$ cat src/rtl/cpe_config_master_if.sv
// AXI-Lite write-only bus between the CPE configuration master and its slave.
interface cpe_config_master_if #(
  parameter int ADDR_WIDTH = 10
);
  logic [ADDR_WIDTH-1:0] m_axi_awaddr;
  logic                  m_axi_awvalid;
  logic                  m_axi_awready;
  logic [31:0]           m_axi_wdata;
  logic                  m_axi_wvalid;
  logic                  m_axi_wready;
  logic                  m_axi_bvalid;
  logic                  m_axi_bready;

  modport master (
    output m_axi_awaddr, m_axi_awvalid, m_axi_wdata, m_axi_wvalid, m_axi_bready,
    input  m_axi_awready, m_axi_wready, m_axi_bvalid
  );

  modport slave (
    input  m_axi_awaddr, m_axi_awvalid, m_axi_wdata, m_axi_wvalid, m_axi_bready,
    output m_axi_awready, m_axi_wready, m_axi_bvalid
  );
endinterface

$ cat src/rtl/cpe_config_master.sv
// AXI-Lite write initiator that walks a fixed register list to configure a CPE
// controller: reset, enable, image size, then the filter coefficients.
module cpe_config_master #(
  parameter int ADDR_WIDTH  = 10,
  parameter int KERNEL_SIZE = 3,
  parameter int TIMEOUT     = 255
) (
  input  logic                                    axi_clk,
  input  logic                                    axi_reset,
  input  logic                                    start,
  input  logic [15:0]                             cfg_width,
  input  logic [15:0]                             cfg_height,
  input  logic [32*KERNEL_SIZE*KERNEL_SIZE-1:0]   cfg_coef,
  output logic                                    busy,
  output logic                                    done,
  output logic                                    error,
  cpe_config_master_if.master                     axi
);
  localparam int NCOEF = KERNEL_SIZE * KERNEL_SIZE;
  localparam int N     = 4 + NCOEF;
  localparam int IDX_W = $clog2(N);
  localparam int TMR_W = $clog2(TIMEOUT + 1);
  localparam logic [IDX_W-1:0] LAST_IDX = IDX_W'(N - 1);
  localparam logic [TMR_W-1:0] TMO_LAST = TMR_W'(TIMEOUT - 1);

  typedef enum logic [2:0] {S_IDLE, S_ADDR, S_RESP, S_DONE, S_ERR} state_t;

  state_t                 state;
  logic [IDX_W-1:0]       idx;
  logic [IDX_W-1:0]       idx_nxt;
  logic [TMR_W-1:0]       timer;
  logic [15:0]            width_q;
  logic [15:0]            height_q;
  logic [32*NCOEF-1:0]    coef_q;
  logic                   aw_ok;
  logic                   w_ok;

  assign idx_nxt = idx + 1'b1;
  // A channel is finished once its valid has dropped or is handshaking now.
  assign aw_ok = ~axi.m_axi_awvalid | axi.m_axi_awready;
  assign w_ok  = ~axi.m_axi_wvalid  | axi.m_axi_wready;

  function automatic logic [ADDR_WIDTH-1:0] wr_addr(input logic [IDX_W-1:0] k);
    case (k)
      IDX_W'(0): return ADDR_WIDTH'(4);
      IDX_W'(1): return ADDR_WIDTH'(0);
      IDX_W'(2): return ADDR_WIDTH'(16);
      IDX_W'(3): return ADDR_WIDTH'(20);
      default:   return ADDR_WIDTH'(32'd24 + 32'd4 * (32'(k) - 32'd4));
    endcase
  endfunction

  function automatic logic [31:0] wr_data(input logic [IDX_W-1:0] k);
    case (k)
      IDX_W'(0), IDX_W'(1): return 32'd1;
      IDX_W'(2):            return {16'd0, width_q};
      IDX_W'(3):            return {16'd0, height_q};
      default:              return coef_q[32 * (32'(k) - 32'd4) +: 32];
    endcase
  endfunction

  always_ff @(posedge axi_clk or posedge axi_reset) begin
    if (axi_reset) begin
      state             <= S_IDLE;
      idx               <= '0;
      timer             <= '0;
      width_q           <= '0;
      height_q          <= '0;
      coef_q            <= '0;
      busy              <= 1'b0;
      done              <= 1'b0;
      error             <= 1'b0;
      axi.m_axi_awaddr  <= '0;
      axi.m_axi_awvalid <= 1'b0;
      axi.m_axi_wdata   <= '0;
      axi.m_axi_wvalid  <= 1'b0;
      axi.m_axi_bready  <= 1'b0;
    end else begin
      done <= 1'b0;
      case (state)
        S_IDLE: begin
          if (start) begin
            width_q           <= cfg_width;
            height_q          <= cfg_height;
            coef_q            <= cfg_coef;
            idx               <= '0;
            timer             <= '0;
            axi.m_axi_awaddr  <= wr_addr('0);
            axi.m_axi_wdata   <= 32'd1;
            axi.m_axi_awvalid <= 1'b1;
            axi.m_axi_wvalid  <= 1'b1;
            busy              <= 1'b1;
            error             <= 1'b0;
            state             <= S_ADDR;
          end
        end
        S_ADDR: begin
          timer <= timer + 1'b1;
          if (axi.m_axi_awvalid && axi.m_axi_awready) axi.m_axi_awvalid <= 1'b0;
          if (axi.m_axi_wvalid && axi.m_axi_wready)   axi.m_axi_wvalid  <= 1'b0;
          if (aw_ok && w_ok) begin
            axi.m_axi_bready <= 1'b1;
            state            <= S_RESP;
          end
          // Timeout overrides any progress made in the same cycle.
          if (timer == TMO_LAST) begin
            axi.m_axi_awvalid <= 1'b0;
            axi.m_axi_wvalid  <= 1'b0;
            axi.m_axi_bready  <= 1'b0;
            busy              <= 1'b0;
            error             <= 1'b1;
            state             <= S_ERR;
          end
        end
        S_RESP: begin
          timer <= timer + 1'b1;
          if (axi.m_axi_bvalid && axi.m_axi_bready) begin
            axi.m_axi_bready <= 1'b0;
            if (idx == LAST_IDX) begin
              busy  <= 1'b0;
              done  <= 1'b1;
              state <= S_DONE;
            end else begin
              idx               <= idx_nxt;
              timer             <= '0;
              axi.m_axi_awaddr  <= wr_addr(idx_nxt);
              axi.m_axi_wdata   <= wr_data(idx_nxt);
              axi.m_axi_awvalid <= 1'b1;
              axi.m_axi_wvalid  <= 1'b1;
              state             <= S_ADDR;
            end
          end
          if (timer == TMO_LAST) begin
            axi.m_axi_awvalid <= 1'b0;
            axi.m_axi_wvalid  <= 1'b0;
            axi.m_axi_bready  <= 1'b0;
            busy              <= 1'b0;
            done              <= 1'b0;
            error             <= 1'b1;
            state             <= S_ERR;
          end
        end
        S_DONE:  state <= S_IDLE;
        S_ERR:   state <= S_IDLE;
        default: state <= S_IDLE;
      endcase
    end
  end
endmodule

$ cat src/flat_wrapper.sv
// flat-port wrapper written by rule: the top's interface ports become plain ports
module cpe_config_master_flat 
#(
  parameter int ADDR_WIDTH  = 10,
  parameter int KERNEL_SIZE = 3,
  parameter int TIMEOUT     = 255
)
  (axi_clk, axi_reset, start, cfg_width, cfg_height, cfg_coef, busy, done, error, axi_m_axi_awaddr, axi_m_axi_awvalid, axi_m_axi_wdata, axi_m_axi_wvalid, axi_m_axi_bready, axi_m_axi_awready, axi_m_axi_wready, axi_m_axi_bvalid);
  cpe_config_master_if #(.ADDR_WIDTH(ADDR_WIDTH)) axi_i ();
  input  logic axi_clk;
  input  logic axi_reset;
  input  logic start;
  input  logic [15:0] cfg_width;
  input  logic [15:0] cfg_height;
  input  logic [32*KERNEL_SIZE*KERNEL_SIZE-1:0] cfg_coef;
  output logic busy;
  output logic done;
  output logic error;
  output wire logic [$bits(axi_i.m_axi_awaddr)-1:0] axi_m_axi_awaddr;
  output wire logic [$bits(axi_i.m_axi_awvalid)-1:0] axi_m_axi_awvalid;
  output wire logic [$bits(axi_i.m_axi_wdata)-1:0] axi_m_axi_wdata;
  output wire logic [$bits(axi_i.m_axi_wvalid)-1:0] axi_m_axi_wvalid;
  output wire logic [$bits(axi_i.m_axi_bready)-1:0] axi_m_axi_bready;
  input wire logic [$bits(axi_i.m_axi_awready)-1:0] axi_m_axi_awready;
  input wire logic [$bits(axi_i.m_axi_wready)-1:0] axi_m_axi_wready;
  input wire logic [$bits(axi_i.m_axi_bvalid)-1:0] axi_m_axi_bvalid;
  assign axi_m_axi_awaddr = axi_i.m_axi_awaddr;
  assign axi_m_axi_awvalid = axi_i.m_axi_awvalid;
  assign axi_m_axi_wdata = axi_i.m_axi_wdata;
  assign axi_m_axi_wvalid = axi_i.m_axi_wvalid;
  assign axi_m_axi_bready = axi_i.m_axi_bready;
  assign axi_i.m_axi_awready = axi_m_axi_awready;
  assign axi_i.m_axi_wready = axi_m_axi_wready;
  assign axi_i.m_axi_bvalid = axi_m_axi_bvalid;
  cpe_config_master #(.ADDR_WIDTH(ADDR_WIDTH), .KERNEL_SIZE(KERNEL_SIZE), .TIMEOUT(TIMEOUT)) u_core (.axi_clk(axi_clk), .axi_reset(axi_reset), .start(start), .cfg_width(cfg_width), .cfg_height(cfg_height), .cfg_coef(cfg_coef), .busy(busy), .done(done), .error(error), .axi(axi_i));
endmodule
$ cat config.mk
export PLATFORM = sky130hd
export DESIGN_NAME = cpe_config_master_flat
export DESIGN_NICKNAME = d
export VERILOG_FILES = /design/src/rtl/cpe_config_master_if.sv /design/src/rtl/cpe_config_master.sv /design/src/flat_wrapper.sv
export SDC_FILE = /design/constraint.sdc
export NUM_CORES = 1
export LEC_CHECK = 0
export ABC_CLOCK_PERIOD_IN_PS = 26400
export CAP_MARGIN = 0
export CORE_ASPECT_RATIO = 1.4
export CORE_MARGIN = 5
export CORE_UTILIZATION = 55
export DETAILED_ROUTE_END_ITERATION = 10
export PLACE_DENSITY = 0.95
export SLEW_MARGIN = 20
export SYNTH_ARGS = -nofsm -noshare
export SYNTH_HDL_FRONTEND = slang
export SYNTH_SLANG_ARGS = --single-unit
$ cat constraint.sdc
create_clock -name axi_clk -period 26.4 [get_ports axi_clk]
set_input_delay 2.64 -clock axi_clk [delete_from_list [all_inputs] [get_ports axi_clk]]
set_output_delay 2.64 -clock axi_clk [all_outputs]
set_load 0.03 [all_outputs]
==> out/metrics.yaml, run 1 <==
final_layout:
  utilization: 0.721
  drive_gt1_frac: 0.0687
  layout_commonest_cell: "nand2_1"
  final_area_um2: 22100
  layout_common_cells: "nand2_1 (983), dfrtp_1 (378), clkdlybuf4s50_1 (371), mux4_2 (63), a21oi_1 (40)"
  fillerInstances: 1986
  seq_area_um2: 9490
  multi_input_area_um2: 6940
  area_growth_pct: 30.3
  nets: 2438
critical_path:
  start_kind: "primary input"
  cp_max_fo: 25
  critPathKind: "in2reg"
  critPathMaxStageDelay_ps: 840
  rrSetupSlack_ps: 21440
  path_buf_inv: 2
  ff2ff_path_depth: 7
  path_cells: "clkdlybuf4s50_1 > nand2_1 > or3_1 > nor4_4 > buf_6 > a22o_1 > a221o_1"
  critPathTopFamily: "simple AND/OR/NAND/NOR gates"
  r2r_start: "u_core.idx[0]"
  endpoint_kind: "flip-flop"
  cp.arrival_ps: 5550
  crit_path_top_delay_cell: "or3_1"
  critPathRequiredTime_ps: 26850
  cp.depth: 7
  timing.rr.end: "u_core.axi.m_axi_wdata[21]"
timing:
  relSlewSlack: 0.280
  rsz0062_at_grt: "false"
  max_freq_mhz: 196
  finalHoldViolations: 0
  slew_viol_final: 0
  period_share: 0.193
  finalSetupViolCount: 0
  worst_pin_slew_ps: 1080
  skew_ps: 12.6
  finalSetupTns_ps: 0
  layout_min_cycle_time_ps: 5090
logic_synthesis:
  synth_compound_area_frac: 0.0612
  synth_flop_cell: "dfrtp_1"
  yosys_warnings: 0
  netlist_area_um2: 16900
  async_flop_share: 1.00
  synth_cell_types: 51
  synthMuxAreaShare: 0.0950
  synth_cells: 1795
  seq_area_frac_synth: 0.560
  ys_ff_latch: 379
  synthSimpleGateAreaFrac: 0.238
  synth-xor-area-share: 0.00525
  synth_top_family_by_area: "simple AND/OR/NAND/NOR gates"
  syn_avg_cell_area_um2: 9.44
  synth-edff-count: 0
  yosys.area_share.adder: 0.00813
cts:
  root_buffer: "clkbuf_16"
  cts_tree: "built"
  insertion_delay_ps: 520
  post_cts_resized: 0
  hold_buffers: 0
  postCtsSetupBuffers: 0
  htree_levels: 2
  clock_sinks: 379
  cts_max_path_buffers: 3
  path_clk_slew_ps: 60
  numCtsBuffers: 36
worst_hold_path:
  min_from: "u_core.coef_q[11]"
  holdPathEnd: "u_core.coef_q[11]"
  hold_path.class: "reg2reg"
  holdPathStages: 2
power:
  vdd_drop_max_mv: 0.0678
  leakage_uw: 0.0107
  fin_total_pwr_uw: 2290
  power_density_nw_per_um2: 104
global_route:
  overflow: 0
  gr-usage-all-layers: 0.294
  grt_pass1_wl_um: 79500
  grt_pass1_vias: 15200
  grt_antenna_before_repair: 14
  grt_max_degree: 237
place:
  port_buffers: 371
  dp_hpwl_um: 34300
  place_area_um2: 20800
  place.gp.congestion: 0.902
die:
  initial_core_util: 0.553
  fp-row-count: 76
  coreArea_um2: 30600
  die_area_um2: 34500
  die-width_um: 158
  die_y_um: 218
  ios: 374
run:
  max_cap_violations: 0
drt:
  drtAntennaViolNets: 0
  num_vias: 14700
  wire_per_inst_um: 20.4
  drt_wl_total_um: 51500
  post-route-drc-count: 0
  drt_pass1_iterations: 5
  drtIter0Drc: 1281
  via_per_inst: 5.80
run_status:
  status: "finished, final reports clean"
[metrics by stage]
step                setup WS [ps]  instances  hold WS, ps
floorplan                   13230       1796          440
global placement            20580       2449          452
detailed placement          20690       2452          458
CTS                         21190       2513          474
global route                21260       2525          498
finish                      21310       2528          471
[state kept, by name, indices dropped and copies added, names as in the netlist]
name	flops
u_core.axi.m_axi_wvalid	1
u_core.axi.m_axi_wdata	32
u_core.axi.m_axi_awaddr	6
u_core.coef_q	288
u_core.axi.m_axi_bready	1
u_core.axi.m_axi_awvalid	1
u_core.error	1
u_core.state	3
u_core.busy	1
u_core.height_q	16
u_core.width_q	16
u_core.idx	4
u_core.timer	8
u_core.done	1
[routing by layer]
layer  routed length [um]  global-route usage  share of wire
met2                25800               0.484           0.50
met3                 3910              0.0510          0.076
met4                 3660               0.185          0.071
met5                   25                   0        0.00049
met1                18100               0.358           0.35
[cell families after synthesis]
group | after synthesis
AND/OR/NAND/NOR | 1034
flip-flops | 379
AO/OA/AOI/OAI | 152
buffers and inverters | 128
multiplexers | 82
adder cells (fa/ha/maj) | 11
XOR/XNOR | 8
other | 1
[worst register-to-register path, delay by kind of cell (launching register included)]
| family | cells | cell delay, ps |
|---|---|---|
| flops | 1 | 340 |
| buf+inv | 2 | 1170 |
| compound gates | 1 | 300 |
| xor+xnor | 1 | 760 |
| simple gates | 2 | 1910 |
| fa+ha+maj | 1 | 400 |
[cell usage after synthesis, drive strengths merged (2+ instances only)]
master	number	area, um^2
nand2	983	3690
dfrtp	379	9480
clkbuf	95	357
mux4	63	1420
a21oi	40	200
o21ai	34	170
a22o	30	263
buf	23	149
mux2i	19	190
a22oi	17	128
a221o	15	150
nor2	14	52.6
ha	11	138
inv	10	37.5
nand3	9	45.0
xor2	7	80.1
nand4	5	31.3
nor4	5	76.3
a211oi	3	22.5
and2	3	18.8
nor2b	3	18.8
and3	2	12.5
nor3	2	15.0
nor3b	2	26.3
o22a	2	17.5
o41ai	2	17.5
[layout make-up]
cell class,count,share of cell area
inverters,10,0.00204
well taps,390,0.0221
repair buffers,385,0.176
diodes,14,0.00159
clock inverters,16,0.00851
multi-input cells,1289,0.315
clock buffers,45,0.0451
flip-flops and latches,379,0.430
[worst max path at each step]
stage                      from                          to  slack, ps
6_report       axi_m_axi_bvalid  u_core.axi.m_axi_wdata[25]      21310
5_1_grt           u_core.idx[0]  u_core.axi.m_axi_wdata[31]      21260
3_5_place_dp              start          u_core.coef_q[123]      20690
4_1_cts                   start          u_core.coef_q[283]      21190
2_1_floorplan         axi_reset  u_core.axi.m_axi_awaddr[2]      13230
3_3_place_gp   axi_m_axi_bvalid  u_core.axi.m_axi_wdata[23]      20580
[power by group]
group	total [uW]	internal [uW]	switching, uW
logic	785	335	450
registers	977	827	151
clock network	529	307	222
Power figures use the tool's default switching activity.
==> inputs of run 2 (changes only) <==
Settings changed: ABC_CLOCK_PERIOD_IN_PS 26400 to 4900, CORE_UTILIZATION 55 to 51, PLACE_DENSITY 0.95 to 0.92.
Clock period 26.4 ns to 4.9 ns, I/O delays scaled along.
==> run 2 against run 1 <==
Effect of this change:
- critical path depth is 1 lower
- first-iteration DRC count is 9.0% higher
- setup slack worse by 20000 ps
- clock power grew to 5.2 times the previous value
- die area is 7.4% higher
- routed wire length is 0.29% higher
- total power grew to 5.3 times the previous value
- register-to-register slack worse by 20000 ps
- final cell count is 1.9% higher
- sequential power grew to 5.4 times the previous value
- clock skew is 3.0 ps higher
- utilization is 5.2 points lower
- critical path type is now reg2reg
==> out/metrics.yaml, run 2 (synthesis results as in run 1) <==
run_status:
  status: "finished, final reports clean"
die:
  initial_core_util: 0.513
  coreArea_um2: 33000
  ios: 374
  die_area_um2: 37000
  die_y_um: 226
  die-width_um: 164
  fp-row-count: 79
critical_path:
  cp_max_fo: 50
  critPathRequiredTime_ps: 5300
  endpoint_kind: "flip-flop"
  rrSetupSlack_ps: 1530
  start_kind: "flip-flop"
  cp.arrival_ps: 3770
  critPathKind: "reg2reg"
final_layout:
  utilization: 0.669
  largest_register_ff_count: 288
  drive_gt1_frac: 0.0664
  seq_area_um2: 9490
  layout_commonest_cell: "nand2_1"
  top_regs: "u_core.coef_q x288, u_core.axi.m_axi_wdata x32"
  multi_input_area_um2: 6940
  top_register: "u_core.coef_q"
  fillerInstances: 2407
  nets: 2442
  layout_common_cells: "nand2_1 (983), dfrtp_1 (378), clkdlybuf4s50_1 (371), mux4_2 (63), a21oi_1 (40)"
  area_growth_pct: 30.4
timing:
  layout_min_cycle_time_ps: 3370
  max_freq_mhz: 297
  finalHoldViolations: 0
  period_share: 0.688
  finalSetupViolCount: 0
  rsz0062_at_grt: "false"
  hold_ws_ps: 381
  relSlewSlack: 0.281
  worst_pin_slew_ps: 1080
  skew_ps: 15.6
  slew_viol_final: 0
cts:
  root_buffer: "clkbuf_16"
  htree_levels: 2
  postCtsSetupBuffers: 0
  cts_tree: "built"
  insertion_delay_ps: 530
  hold_buffers: 0
  numCtsBuffers: 37
  clock_sinks: 379
  post_cts_resized: 0
  path_clk_slew_ps: 60
  cts_max_path_buffers: 3
drt:
  via_per_inst: 5.60
  drt_pass1_iterations: 6
  post-route-drc-count: 0
  wire_per_inst_um: 20.1
  num_vias: 14400
  drtAntennaViolNets: 0
  drtIter0Drc: 1396
  drt_wl_total_um: 51600
global_route:
  grt_antenna_before_repair: 7
  gr-usage-all-layers: 0.276
  overflow: 0
  grt_pass1_wl_um: 79400
  grt_max_degree: 217
  grt_pass1_vias: 14900
worst_hold_path:
  hold_path.class: "in2async"
power:
  power_density_nw_per_um2: 552
  vdd_drop_max_mv: 0.516
  fin_total_pwr_uw: 12200
  leakage_uw: 0.0107
place:
  place.gp.congestion: 0.936
  dp_hpwl_um: 35400
  port_buffers: 371
run:
  max_cap_violations: 0
-- run 2: changes by cell type in the layout (fill, tap and decap cells not counted), sizes merged, moves of 2 or more --
cell,change
bufinv,-2
buf,+3
clkinv,-8
clkbuf,+7
diode,-8
-- run 2: final timing paths --
kind                                    startpoint                          to  cells after the start
worst max-delay path                 u_core.idx[0]  u_core.axi.m_axi_wdata[21]                      6
worst min-delay path                     axi_reset          u_core.coef_q[187]                      2
worst max register to register       u_core.idx[0]  u_core.axi.m_axi_wdata[21]                      6
worst min register to register  u_core.coef_q[159]          u_core.coef_q[159]                      2
max in group asynchronous                axi_reset           u_core.coef_q[67]                      4
min in group axi_clk            u_core.coef_q[159]          u_core.coef_q[159]                      2
-- run 2: worst max-delay path, stage by stage (launching register included) --
cell and delay, ps:
dfrtp_2 470, inv_1 220, ha_4 980, buf_4 510
mux4_2 550, a22o_1 240, a221o_1 260
-- run 2: stage by stage --
stage | cells | setup TNS, ps | instance area (um^2) | setup WS, ps
floorplan | 1796 | -258490 | 16900 | -682
global placement | 2510 | 0 | 20900 | 1550
detailed placement | 2510 | 0 | 20900 | 1440
CTS | 2568 | 0 | 22000 | 1440
global route | 2574 | 0 | 22100 | 1280
finish | 2575 | 0 | 22100 | 1530
-- run 2: final cells by class --
type,instances,area share
Antenna cell,6,0.000680
Inverter,10,0.00187
Clock buffer,52,0.0468
Clock inverter,6,0.00380
Multi-Input combinational cell,1289,0.314
Timing Repair Buffer,388,0.178
Tap cell,445,0.0252
Sequential cell,379,0.430
-- run 2: power by group --
| part | switching [uW] | internal (uW) |
|---|---|---|
| sequential | 850 | 4460 |
| combinational | 2360 | 1800 |
| clock | 1170 | 1560 |
| total | 4380 | 7820 |
-- run 2: metal layers --
layer | global-route usage | vias up | part of all wire
met5 | 0 | - | 0.00025
met4 | 0.180 | 2 | 0.071
met3 | 0.0484 | 212 | 0.077
met2 | 0.453 | 788 | 0.50
met1 | 0.337 | 6990 | 0.35
li1 | - | 6437 | -
